==> config.mk <==
export PLATFORM = sky130hd
export DESIGN_NAME = reduce_xcel
export DESIGN_NICKNAME = d
export VERILOG_FILES = /design/src/rtl/reduce_xcel_pkg.sv /design/src/rtl/reduce_alu.sv /design/src/rtl/reduce_xcel.sv
export SDC_FILE = /design/constraint.sdc
export NUM_CORES = 1
export LEC_CHECK = 0
export BUFFER_PORTS_ARGS = -buffer_cell sky130_fd_sc_hd__buf_4
export CORE_UTILIZATION = 58
export DETAILED_ROUTE_END_ITERATION = 12
export MAX_ROUTING_LAYER = met4
export PLACE_DENSITY = 0.9
export SKIP_LAST_GASP = 1
export SYNTH_ARGS = -nofsm -noshare
export SYNTH_HDL_FRONTEND = slang
export SYNTH_SLANG_ARGS = --single-unit
==> constraint.sdc <==
create_clock -name clk -period 4.15 [get_ports clk]
set_input_delay 0.415 -clock clk [delete_from_list [all_inputs] [get_ports clk]]
set_output_delay 0.415 -clock clk [all_outputs]
set_load 0.01 [all_outputs]
==> src/rtl/reduce_xcel_pkg.sv <==
// Shared types for the streaming reduction accelerator: operation select,
// control-FSM states and the per-mode accumulator identity.
package reduce_xcel_pkg;

    typedef enum logic [1:0] {
        SUM = 2'd0,
        MIN = 2'd1,
        MAX = 2'd2,
        XOR = 2'd3
    } mode_e;

    typedef enum logic [1:0] {
        IDLE = 2'd0,
        REQ  = 2'd1,
        RESP = 2'd2,
        DONE = 2'd3
    } state_e;

    // Every identity is either all-zeros or all-ones, so the fill bit is
    // enough to build it at any data width.
    function automatic logic identity_fill(input mode_e mode);
        return (mode == MIN);
    endfunction

endpackage

==> src/rtl/reduce_alu.sv <==
// One reduction step: combines the accumulator with a memory word.
// Define REDUCE_XCEL_SAT_EN to make sum mode saturate instead of wrap.
module reduce_alu
    import reduce_xcel_pkg::*;
#(
    parameter int DATA_W = 32
) (
    input  logic [DATA_W-1:0] acc_i,
    input  logic [DATA_W-1:0] data_i,
    input  mode_e             mode_i,
    output logic [DATA_W-1:0] acc_next_o,
    output logic              carry_o
);

    logic [DATA_W:0] sum_w;

    assign sum_w = {1'b0, acc_i} + {1'b0, data_i};

    always_comb begin
        acc_next_o = acc_i;
        carry_o    = 1'b0;
        case (mode_i)
            SUM: begin
                carry_o = sum_w[DATA_W];
`ifdef REDUCE_XCEL_SAT_EN
                // Once saturated, any non-zero add carries again, so the
                // all-ones value is naturally sticky for the rest of the job.
                acc_next_o = sum_w[DATA_W] ? {DATA_W{1'b1}} : sum_w[DATA_W-1:0];
`else
                acc_next_o = sum_w[DATA_W-1:0];
`endif
            end
            MIN:     acc_next_o = (data_i < acc_i) ? data_i : acc_i;
            MAX:     acc_next_o = (data_i > acc_i) ? data_i : acc_i;
            XOR:     acc_next_o = acc_i ^ data_i;
            default: acc_next_o = acc_i;
        endcase
    end

endmodule

==> src/rtl/reduce_xcel.sv <==
// Streaming reduction accelerator: control FSM, address/count registers and
// accumulator. Optional saturating sum via REDUCE_XCEL_SAT_EN (see reduce_alu).
module reduce_xcel
    import reduce_xcel_pkg::*;
#(
    parameter int DATA_W = 32,
    parameter int ADDR_W = 16,
    parameter int SIZE_W = 7
) (
    input  logic              clk,
    input  logic              rst,
    input  logic              go_val,
    output logic              go_rdy,
    input  logic [ADDR_W-1:0] go_base,
    input  logic [SIZE_W-1:0] go_size,
    input  logic [1:0]        go_mode,
    output logic              mem_reqval,
    input  logic              mem_reqrdy,
    output logic [ADDR_W-1:0] mem_addr,
    input  logic              mem_respval,
    input  logic [DATA_W-1:0] mem_rdata,
    output logic              result_val,
    input  logic              result_rdy,
    output logic [DATA_W-1:0] result,
    output logic              ovf,
    output logic              busy
);

    localparam logic [ADDR_W-1:0] ADDR_STEP = ADDR_W'(DATA_W / 8);

    state_e            state_q;
    mode_e             mode_q;
    logic [ADDR_W-1:0] addr_q;
    logic [SIZE_W-1:0] remaining_q;
    logic [DATA_W-1:0] acc_q;
    logic              ovf_q;

    logic [DATA_W-1:0] acc_d;
    logic              carry_d;

    reduce_alu #(
        .DATA_W (DATA_W)
    ) u_alu (
        .acc_i      (acc_q),
        .data_i     (mem_rdata),
        .mode_i     (mode_q),
        .acc_next_o (acc_d),
        .carry_o    (carry_d)
    );

    always_ff @(posedge clk) begin
        if (rst) begin
            state_q     <= IDLE;
            mode_q      <= SUM;
            addr_q      <= '0;
            remaining_q <= '0;
            acc_q       <= '0;
            ovf_q       <= 1'b0;
        end else begin
            case (state_q)
                IDLE: begin
                    if (go_val) begin
                        addr_q      <= go_base;
                        remaining_q <= go_size;
                        mode_q      <= mode_e'(go_mode);
                        acc_q       <= {DATA_W{identity_fill(mode_e'(go_mode))}};
                        ovf_q       <= 1'b0;
                        state_q     <= (go_size == '0) ? DONE : REQ;
                    end
                end
                REQ: begin
                    if (mem_reqrdy) begin
                        state_q <= RESP;
                    end
                end
                RESP: begin
                    if (mem_respval) begin
                        acc_q       <= acc_d;
                        ovf_q       <= ovf_q | carry_d;
                        addr_q      <= addr_q + ADDR_STEP;
                        remaining_q <= remaining_q - SIZE_W'(1);
                        state_q     <= (remaining_q == SIZE_W'(1)) ? DONE : REQ;
                    end
                end
                DONE: begin
                    if (result_rdy) begin
                        state_q <= IDLE;
                    end
                end
                default: state_q <= IDLE;
            endcase
        end
    end

    // The accumulator doubles as the result register, so it holds from
    // DONE until the next accepted go reloads it.
    assign go_rdy     = (state_q == IDLE);
    assign mem_reqval = (state_q == REQ);
    assign mem_addr   = addr_q;
    assign result_val = (state_q == DONE);
    assign result     = acc_q;
    assign ovf        = ovf_q;
    assign busy       = (state_q != IDLE);

endmodule

==> impl_metrics.toml <==
[run_status]
status = "finished, final reports clean"

[critical_path]
critPathSlowestCell = "or4_4"
endpoint_kind = "flip-flop"
max_stage_delay_ns = 0.56
worstPathArrival_ns = 3.86
startpoint_type = "flip-flop"
path_cells = "inv_1 > ha_1 > nand2_1 > or4_4 > or3b_4 > nor3_2 > or4_1 > and3_2 > buf_4 > nand4_1 > o32ai_1"
path_delay_family = "simple AND/OR/NAND/NOR gates"
crit_required_ns = 4.43
cp_max_fo = 22
crit_buf_inv = 2
critPathKind = "flip-flop to flip-flop"

[timing]
holdWs_ns = 0.282
fin_crit_sh = 0.861
setup-violations-final = 0
hold_viol_final = 0
rsz0062_at_grt = "false"
max_freq_mhz = 280
fin_skew_ns = 0.0115
drv_slew = 0
period_minus_slack_ns = 3.57
setup_slack_ns = 0.579
relSlewSlack = 0.396
worstMarginPinSlew_ns = 0.904
tns_ns = 0

[placed_design]
gp_congestion = 1.01
dp_cells = 1085
place_ws_ns = 0.538
portBuffers = 115
dp_hpwl_mm = 14.3

[die]
die-area_um2 = 11200
fp.dieW_um = 106
row_count = 37
dieHeight_um = 106
core_area_um2 = 10400
pin_count = 116
start_util = 0.603

[job]
cap_violations = 0

[pwr]
p_sw_frac = 0.428
power_frac_seq = 0.280
intPower_mw = 1.51
p_leak_nw = 3.09
total_power_mw = 2.63
p_clk_frac = 0.238
switching_power_mw = 1.13
ir_drop_uv = 217
p_per_area_nw_per_um2 = 357
p_comb_frac = 0.481

[cts]
cts_tree = "done"
htree_levels = 3
ctsHoldBuffers = 0
clockBufferDepth = 2
path_clk_slew_ns = 0.08
clk_latency_ns = 0.37
cts_root_buf = "clkbuf_8"
cts_resized = 0
cts_buffers = 9
cts_sinks = 60
cts_setup_buffers = 0

[logic_synthesis]
yosys_register_bits = 60
async_flop_share = 0
yosysUniqueCellTypes = 69
synth-edff-count = 0
syn_inst = 873
synth_area_um2 = 6250
synthesis.nets = 1008
synthFlopType = "dfxtp_1"
avgSynthCellArea_um2 = 7.16
yosysWarningCount = 0
synth_seq_area_share = 0.192

[detailed_routing]
vias_per_cell = 6.50
wl_met2_mm = 9.27
wl_per_cell_um = 18.0
antenna_left = 0
drtIter0Drc = 673
wl_met3_mm = 1.66
totalWireLength_mm = 19.9
met1_length_mm = 8.31
route.detailed.drc = 0
first_pass_iters = 7
maxUsedRoutingLayer = "met4"
num_vias = 7154

[grt]
grt_overflow = 0
track_usage = 0.364
antenna_found_initial = 0
grt_first_pass_wirelength_mm = 31.7
grt_pass1_vias = 6537
grt_max_degree = 58

[final_layout]
fillCellCount = 879
fin_cells = 1101
antennaDiodeCount = 0
nets = 1095
drive_gt1_frac = 0.169
syn_to_final_growth_pct = 18.0

[worst_hold_path]
hp-class = "input pin to flip-flop"
## cells in the final DEF (no fill, tap or decap), types with 5 or more instances in the layout
master	count
clkbuf_8	9
ha_1	70
o221ai_1	7
nor2b_1	15
inv_1	71
nand3_1	22
o211ai_1	8
buf_4	130
nand2_1	68
or2_2	7
xnor2_1	12
nand2b_1	13
o21ai_0	71
o31ai_1	10
a211oi_1	31
mux2i_1	12
o21bai_1	8
a21oi_1	97
nor3_1	21
dfxtp_1	60
nand4_1	12
a221oi_1	11
a31oi_1	12
or4_1	8
nor4_1	8
a32o_1	5
a311oi_1	11
nor2_1	69
o22ai_1	6
## state kept, by name, summed over array words and instances, names as in the netlist
name,flops
result,32
state_q,2
remaining_q,7
mode_q,2
mem_addr,16
ovf,1
## metrics by stage
step                      utilization  area, um^2
after floorplan                     -        6250
after global placement          0.690        7160
after detailed placement        0.690        7160
after CTS                       0.712        7380
after global routing            0.712        7380
final                           0.712        7380
## area by class of cell
type                    instances  area, um^2  area share
multi-input cells             688        4540       0.616
flip-flops and latches         60        1200       0.163
well taps                     136         170      0.0231
repair buffers                130         976       0.132
inverters                      71         267      0.0361
clock buffers                   9         124      0.0168
clock inverters                 7        98.8      0.0134
## Yosys cell counts, drive strengths merged, types with 13 or more instances
| cell type | n | area [um^2] |
|---|---|---|
| a211oi | 32 | 245 |
| nand3 | 22 | 110 |
| nand2 | 68 | 255 |
| nor3 | 22 | 115 |
| a21oi | 97 | 485 |
| dfxtp | 60 | 1200 |
| nor2b | 15 | 93.8 |
| o21ai | 75 | 375 |
| nand2b | 13 | 81.3 |
| inv | 71 | 267 |
| ha | 71 | 888 |
| nor2 | 71 | 269 |
| clkbuf | 43 | 163 |
## final timing paths
check	cells past startpoint	slack (ns)	end	startpoint
worst max-delay path	11	0.58	result[31]$_SDFFE_PP0P_	result[28]$_SDFFE_PP0P_
worst min-delay path	3	0.28	mem_addr[0]$_SDFFE_PP0P_	go_base[0]
worst max register to register	11	0.58	result[31]$_SDFFE_PP0P_	result[28]$_SDFFE_PP0P_
worst min register to register	2	0.48	remaining_q[4]$_SDFFE_PP0P_	remaining_q[4]$_SDFFE_PP0P_
## power by group through the flow
stage	registers, mW	clock network, mW	logic [mW]
floorplan	0.756	0	0.834
global placement	0.745	0	1.21
detailed placement	0.745	0	1.23
CTS	0.734	0.627	1.24
global route	0.748	0.657	1.38
finish	0.737	0.628	1.27
## tightest hold or removal path: cells and delay by family
family                 cells  cell delay (ns)
and+or+nand+nor            1             0.08
buffers and inverters      1             0.07
muxes                      1             0.05
## metal layers
metal / up-vias / track usage
met5: - / -
met4: 0 / 0.149
met3: 67 / 0.0563
met2: 384 / 0.578
met1: 3312 / 0.460
li1: 3391 / -
## cells by family (layout without fill, tap and decap cells)
| kind of cell | after synthesis | after routing | share of synthesized area |
|---|---|---|---|
| AO/OA/AOI/OAI | 324 | 324 | 0.334 |
| XOR/XNOR | 13 | 13 | 0.0182 |
| adder cells (fa/ha/maj) | 72 | 72 | 0.145 |
| buffers and inverters | 125 | 217 | 0.0824 |
| flip-flops | 60 | 60 | 0.192 |
| multiplexers | 12 | 12 | 0.0192 |
| AND/OR/NAND/NOR | 267 | 267 | 0.209 |
(Power assumes the default switching activity.)
